`config.mk`:
```
export PLATFORM = sky130hd
export DESIGN_NAME = xy2_100_rx
export DESIGN_NICKNAME = d
export VERILOG_FILES = /design/src/rtl/xy2_pkg.sv /design/src/rtl/xy2_sync_edge.sv /design/src/rtl/xy2_100_rx.sv
export SDC_FILE = /design/constraint.sdc
export NUM_CORES = 1
export LEC_CHECK = 0
export BUFFER_PORTS_ARGS = -buffer_cell sky130_fd_sc_hd__buf_2
export CAP_MARGIN = 20
export CORE_MARGIN = 2
export CORE_UTILIZATION = 35
export DETAILED_ROUTE_END_ITERATION = 7
export PLACE_DENSITY = 0.6
export REMOVE_ABC_BUFFERS = 1
export SYNTH_ARGS = -nofsm -noshare
export SYNTH_HDL_FRONTEND = slang
export SYNTH_SLANG_ARGS = --single-unit
export TNS_END_PERCENT = 30
```
`constraint.sdc`:
```
create_clock -name clk_ref -period 5.9 [get_ports clk_ref]
set_input_delay 0.295 -clock clk_ref [delete_from_list [all_inputs] [get_ports clk_ref]]
set_output_delay 0.295 -clock clk_ref [all_outputs]
set_load 0.05 [all_outputs]
```
`src/rtl/xy2_pkg.sv`:
```
// Shared constants and helpers for the XY2-100 receiver: frame geometry,
// control-bit pattern, error-counter width and the frame-decode result type.
package xy2_pkg;

    localparam int FRAME_BITS = 20;
    localparam logic [2:0] CTRL_BITS = 3'b001;
    localparam int ERR_W = 8;

    typedef enum logic [2:0] {
        FR_NONE    = 3'd0,
        FR_GOOD    = 3'd1,
        FR_PARITY  = 3'd2,
        FR_CTRL    = 3'd3,
        FR_LENGTH  = 3'd4,
        FR_OVERRUN = 3'd5
    } frame_res_e;

    // Error counters stick at all-ones instead of wrapping.
    function automatic logic [ERR_W-1:0] sat_inc(input logic [ERR_W-1:0] v);
        return (v == {ERR_W{1'b1}}) ? v : v + ERR_W'(1);
    endfunction

    function automatic logic even_parity_ok(input logic [FRAME_BITS-1:0] w);
        return ~(^w);
    endfunction

endpackage

```
`src/rtl/xy2_sync_edge.sv`:
```
// Multi-flop synchronizer for one asynchronous input, with single-cycle
// rise/fall pulses taken from the last stage against one further delayed copy.
module xy2_sync_edge #(
    parameter int STAGES = 2
) (
    input  logic clk,
    input  logic rst,
    input  logic d,
    output logic q,
    output logic rise,
    output logic fall
);

    logic [STAGES-1:0] sync_r;
    logic              dly_r;

    // Synchronizer chain plus the delayed copy used for edge detection
    always_ff @(posedge clk or posedge rst) begin
        if (rst) begin
            sync_r <= {STAGES{1'b0}};
            dly_r  <= 1'b0;
        end else begin
            sync_r[0] <= d;
            for (int i = 1; i < STAGES; i++) begin
                sync_r[i] <= sync_r[i-1];
            end
            dly_r <= sync_r[STAGES-1];
        end
    end

    assign q    = sync_r[STAGES-1];
    assign rise = q & ~dly_r;
    assign fall = ~q & dly_r;

endmodule

```
`src/rtl/xy2_100_rx.sv`:
```
// XY2-100 galvo-link receiver: decodes X/Y position frames, tracks link health
// and error counts, and serialises a status word back on xy_status.
module xy2_100_rx
    import xy2_pkg::*;
#(
    parameter int TIMEOUT_CYCLES = 400,
    parameter int SYNC_STAGES    = 2
) (
    input  logic             clk_ref,
    input  logic             sys_rst,
    input  logic             xy_clk,
    input  logic             xy_sync,
    input  logic             xy_x,
    input  logic             xy_y,
    input  logic [15:0]      status_word,
    output logic             xy_status,
    output logic [15:0]      pos_x,
    output logic [15:0]      pos_y,
    output logic             dvalid,
    output logic             link_ok,
    output logic [ERR_W-1:0] err_parity,
    output logic [ERR_W-1:0] err_frame
);

    localparam int TO_W = $clog2(TIMEOUT_CYCLES + 1);
    localparam logic [TO_W-1:0] TO_MAX = TO_W'(TIMEOUT_CYCLES);

    logic clk_rise_s, clk_fall_s, unused_clk_q;
    logic sync_s, x_s, y_s;
    logic [2:0] unused_rise, unused_fall;

    xy2_sync_edge #(.STAGES(SYNC_STAGES)) u_clk  (.clk(clk_ref), .rst(sys_rst), .d(xy_clk),  .q(unused_clk_q), .rise(clk_rise_s),     .fall(clk_fall_s));
    xy2_sync_edge #(.STAGES(SYNC_STAGES)) u_sync (.clk(clk_ref), .rst(sys_rst), .d(xy_sync), .q(sync_s),       .rise(unused_rise[0]), .fall(unused_fall[0]));
    xy2_sync_edge #(.STAGES(SYNC_STAGES)) u_x    (.clk(clk_ref), .rst(sys_rst), .d(xy_x),    .q(x_s),          .rise(unused_rise[1]), .fall(unused_fall[1]));
    xy2_sync_edge #(.STAGES(SYNC_STAGES)) u_y    (.clk(clk_ref), .rst(sys_rst), .d(xy_y),    .q(y_s),          .rise(unused_rise[2]), .fall(unused_fall[2]));

    logic [FRAME_BITS-1:0] sr_x_r, sr_y_r, sr_sync_r;
    logic [FRAME_BITS-1:0] sx_next_s, sy_next_s, ss_next_s, tx_load_s;
    logic [FRAME_BITS-1:0] tx_sr_r;
    logic [4:0]            bit_cnt_r, tx_cnt_r;
    logic [TO_W-1:0]       to_cnt_r;
    logic                  lost_s, frame_end_s;
    frame_res_e            res_s;

    // Frame decode: the check uses the shift registers including the bit sampled now
    always_comb begin
        sx_next_s   = {sr_x_r[FRAME_BITS-2:0], x_s};
        sy_next_s   = {sr_y_r[FRAME_BITS-2:0], y_s};
        ss_next_s   = {sr_sync_r[FRAME_BITS-2:0], sync_s};
        frame_end_s = clk_fall_s & ~sync_s;
        lost_s      = (to_cnt_r == TO_MAX) & ~clk_fall_s;
        tx_load_s   = {CTRL_BITS, status_word, ^{CTRL_BITS, status_word}};
        res_s       = FR_NONE;
        if (clk_fall_s) begin
            if (!sync_s) begin
                if (bit_cnt_r != 5'd19 || ss_next_s != 20'hFFFFE) begin
                    res_s = FR_LENGTH;
                end else if (sx_next_s[19:17] != CTRL_BITS || sy_next_s[19:17] != CTRL_BITS) begin
                    res_s = FR_CTRL;
                end else if (!even_parity_ok(sx_next_s) || !even_parity_ok(sy_next_s)) begin
                    res_s = FR_PARITY;
                end else begin
                    res_s = FR_GOOD;
                end
            end else if (bit_cnt_r == 5'd19) begin
                res_s = FR_OVERRUN;
            end else begin
                res_s = FR_NONE;
            end
        end else begin
            res_s = FR_NONE;
        end
    end

    // Receive shifting, bit counting, timeout, position and error registers
    always_ff @(posedge clk_ref or posedge sys_rst) begin
        if (sys_rst) begin
            sr_x_r     <= {FRAME_BITS{1'b0}};
            sr_y_r     <= {FRAME_BITS{1'b0}};
            sr_sync_r  <= {FRAME_BITS{1'b0}};
            bit_cnt_r  <= 5'd0;
            to_cnt_r   <= {TO_W{1'b0}};
            pos_x      <= 16'h0000;
            pos_y      <= 16'h0000;
            dvalid     <= 1'b0;
            link_ok    <= 1'b0;
            err_parity <= {ERR_W{1'b0}};
            err_frame  <= {ERR_W{1'b0}};
        end else begin
            dvalid <= 1'b0;
            if (clk_fall_s) begin
                sr_x_r    <= sx_next_s;
                sr_y_r    <= sy_next_s;
                sr_sync_r <= ss_next_s;
                to_cnt_r  <= {TO_W{1'b0}};
            end else if (to_cnt_r != TO_MAX) begin
                to_cnt_r <= to_cnt_r + TO_W'(1);
            end
            case (res_s)
                FR_NONE: begin
                    if (clk_fall_s) begin
                        bit_cnt_r <= bit_cnt_r + 5'd1;
                    end else if (lost_s) begin
                        bit_cnt_r <= 5'd0;
                        link_ok   <= 1'b0;
                    end
                end
                // Sync never dropped: the current bit becomes bit 0 of a new frame
                FR_OVERRUN: begin
                    bit_cnt_r <= 5'd1;
                    err_frame <= sat_inc(err_frame);
                end
                FR_LENGTH, FR_CTRL: begin
                    bit_cnt_r <= 5'd0;
                    err_frame <= sat_inc(err_frame);
                end
                FR_PARITY: begin
                    bit_cnt_r  <= 5'd0;
                    err_parity <= sat_inc(err_parity);
                end
                FR_GOOD: begin
                    bit_cnt_r <= 5'd0;
                    pos_x     <= sx_next_s[16:1];
                    pos_y     <= sy_next_s[16:1];
                    dvalid    <= 1'b1;
                    link_ok   <= 1'b1;
                end
                default: begin
                    bit_cnt_r <= 5'd0;
                end
            endcase
        end
    end

    // Status transmitter: reloads at every frame end, shifts MSB first on xy_clk rises
    always_ff @(posedge clk_ref or posedge sys_rst) begin
        if (sys_rst) begin
            tx_sr_r   <= {FRAME_BITS{1'b0}};
            tx_cnt_r  <= 5'd0;
            xy_status <= 1'b0;
        end else if (frame_end_s) begin
            tx_sr_r  <= tx_load_s;
            tx_cnt_r <= 5'd20;
        end else if (clk_rise_s) begin
            if (tx_cnt_r != 5'd0) begin
                xy_status <= tx_sr_r[FRAME_BITS-1];
                tx_sr_r   <= {tx_sr_r[FRAME_BITS-2:0], 1'b0};
                tx_cnt_r  <= tx_cnt_r - 5'd1;
            end else begin
                xy_status <= 1'b0;
            end
        end
    end

endmodule

```
==> results_dict.tcl <==
set metrics [dict create \
    ys_seq_area_frac 0.556 \
    grt.total_usage 0.131 \
    syn_avg_cell_area_um2 10.9 \
    reg2reg_slack_ns 3.08 \
    synth-edff-count 0 \
    start_util 0.359 \
    first_pass_iters 4 \
    fin_skew_ns 0.00883 \
    die_h_um 146 \
    reg2reg_depth 6 \
    synthArstFlopShare 1.00 \
    setup_viol 0 \
    drtIter0Drc 267 \
    cts_setup_buffers 0 \
    layout_min_cycle_time_ns 2.82 \
    drv_slew 0 \
    vias_per_cell 4.59 \
    rr_startpoint "sr_x_r[11]" \
    max_freq_mhz 355 \
    grt_pass1_wl_um 22700 \
    dr_total_vias 4576 \
    post_cts_resized 0 \
    core_mm2 0.0196 \
    drive_above_1_share 0.201 \
    area_growth_pct 17.5 \
    dominantRegCellSynth "dfrtp_1" \
    cellPowerDensity_mw_per_mm2 390 \
    arrival_ns 3.11 \
    hpwl_um 8200 \
    worstPathRequired_ns 6.20 \
    wl_per_cell_um 13.3 \
    grt_max_degree 90 \
    irDropWorstVdd_mv 0.307 \
    timing.slew.headroom 0.439 \
    max-clock-path-buffers 2 \
    p_leak_nw 4.13 \
    cts.sinks 156 \
    total_power_mw 3.22 \
    insertion_delay_ns 0.42 \
    critical_path.max_fanout 34 \
    cp_cell_sequence "xnor2_1 -> xnor2_1 -> xnor3_1 -> xnor2_4 -> and4_4 -> mux2_1" \
    cp_slowest_cell "and4_4" \
    start_kind "flip-flop" \
    ys_seq_elements 156 \
    finalHoldViolations 0 \
    hp-class "input port to async pin" \
    numCtsBuffers 17 \
    num_rows 51 \
    root_buffer "clkbuf_16" \
    fin_crit_sh 0.477 \
    drc 0 \
    r2r_end "pos_x[15]" \
    portBuffers 72 \
    die_w_um 146 \
    place_congestion 0.729 \
    worst_pin_slew_ns 0.842 \
    mostFrequentLayoutCell "nand2_1" \
    mostFrequentLayoutCells "208 x nand2_1, 156 x dfrtp_1, 72 x buf_2, 50 x xnor2_1, 28 x mux2_4" \
    antenna_found_initial 0 \
    die_area_mm2 0.0212 \
    antenna_left 0 \
    status "finished clean" \
    cp-end-kind "flip-flop" \
    ys.warnings.count 0 \
    h-tree-depth 4 \
    fin_setup_tns_ns 0 \
    syn-cell-area_mm2 0.00703 \
    cts_tree "done" \
    grt_pass1_vias 4471 \
    diodes 0 \
    wl_um 13200 \
    io_pins 73 \
    clk_pin_slew_ns 0.06 \
    postSynthCellCount 645 \
    rsz0062_at_grt "false" \
    crit_path_max_incr_delay_ns 0.72 \
    maxCapViolCount 0 \
    synth.distinct_cells 45 \
    grt.overflow.total 0 \
    critPathKind "flip-flop to flip-flop" \
    ctsHoldBuffers 4 \
    nets 748 \
    cpMostUsedCell "xnor2_1" \
]
[cell usage after synthesis (5+ instances only)]
cell type / n / share of area
xnor2_1: 50 / 0.062
o21ai_0: 23 / 0.016
nand2_1: 208 / 0.11
ha_1: 7 / 0.012
and3_1: 6 / 0.0053
nand3_1: 15 / 0.011
mux2_4: 28 / 0.060
a311oi_1: 6 / 0.0075
buf_1: 9 / 0.0048
clkbuf_1: 12 / 0.0064
xor2_1: 22 / 0.027
nand4_1: 5 / 0.0045
inv_1: 7 / 0.0037
dfrtp_1: 156 / 0.56
mux2i_1: 16 / 0.023
nor2_1: 23 / 0.012
mux2_1: 5 / 0.0080
[per-stage QoR]
step / instances / instance area (um^2) / setup WS (ns) / util / hold WS (ns)
2_1_floorplan: 619 / 6870 / 1.40 / - / 0.326
6_report: 997 / 8260 / 3.08 / 0.422 / 0.0107
3_3_place_gp: 961 / 7620 / 3.13 / 0.389 / 0.333
4_1_cts: 997 / 8260 / 3.06 / 0.422 / 0.0805
3_5_place_dp: 961 / 7620 / 3.09 / 0.389 / 0.335
5_1_grt: 997 / 8260 / 2.92 / 0.422 / 0.0950
[report_power, final]
group	internal, mW	switching [mW]
clock network	0.691	0.431
logic	0.336	0.402
registers	1.22	0.137
total	2.25	0.970
[flip-flops by register name, summed over array words and instances (netlist names), 2 cells and up]
signal,cells
bit_cnt_r,5
err_frame,8
err_parity,8
pos_x,16
pos_y,16
sr_sync_r,19
sr_x_r,19
sr_y_r,19
to_cnt_r,9
tx_cnt_r,5
tx_sr_r,20
u_clk.sync_r,2
u_sync.sync_r,2
u_x.sync_r,2
u_y.sync_r,2
[per-layer routing]
layer | wire length [um] | vias to the layer above | GRT usage | part of all wire
li1 | - | 2258 | - | -
met1 | 6530 | 2237 | 0.187 | 0.49
met2 | 6150 | 74 | 0.196 | 0.46
met3 | 452 | 7 | 0.0342 | 0.034
met4 | 99 | 0 | 0.0397 | 0.0075
met5 | 0 | - | 0 | 0
[kinds of logic after synthesis]
kind of cell | Yosys count | share of synthesized area
DFF | 156 | 0.556
xor gates and xnor gates | 76 | 0.104
AOI/OAI and AO/OA | 41 | 0.0354
adders and majority gates | 7 | 0.0125
muxes | 52 | 0.0955
buffers and inverters | 33 | 0.0264
and+or+nand+nor | 280 | 0.171
[worst max path at each step]
stage / startpoint / endpoint / depth (start not counted)
after global placement: sr_y_r[7] / pos_x[10] / 6
after global routing: sr_y_r[14] / pos_x[15] / 6
after CTS: sr_x_r[11] / pos_x[15] / 6
after detailed placement: sr_y_r[7] / pos_x[15] / 6
final: sr_x_r[11] / pos_x[15] / 6
after floorplan: sys_rst / bit_cnt_r[0] / 1
[area by class of cell]
class / instances / area (um^2)
Timing Repair Buffer: 81 / 438
Tap cell: 265 / 332
Inverter: 7 / 31.3
Multi-Input combinational cell: 456 / 2950
Fill cell: 1865 / 11300
Clock buffer: 23 / 468
Clock inverter: 9 / 134
Sequential cell: 156 / 3900
[critical path: cells and delay by family, from the launching register on]
| kind | cells | cell delay (ns) |
|---|---|---|
| XOR/XNOR | 4 | 1.17 |
| AND/OR/NAND/NOR | 1 | 0.72 |
| flip-flops | 1 | 0.41 |
| multiplexers | 1 | 0.38 |
Note: power is estimated with default switching activity, not from simulation.
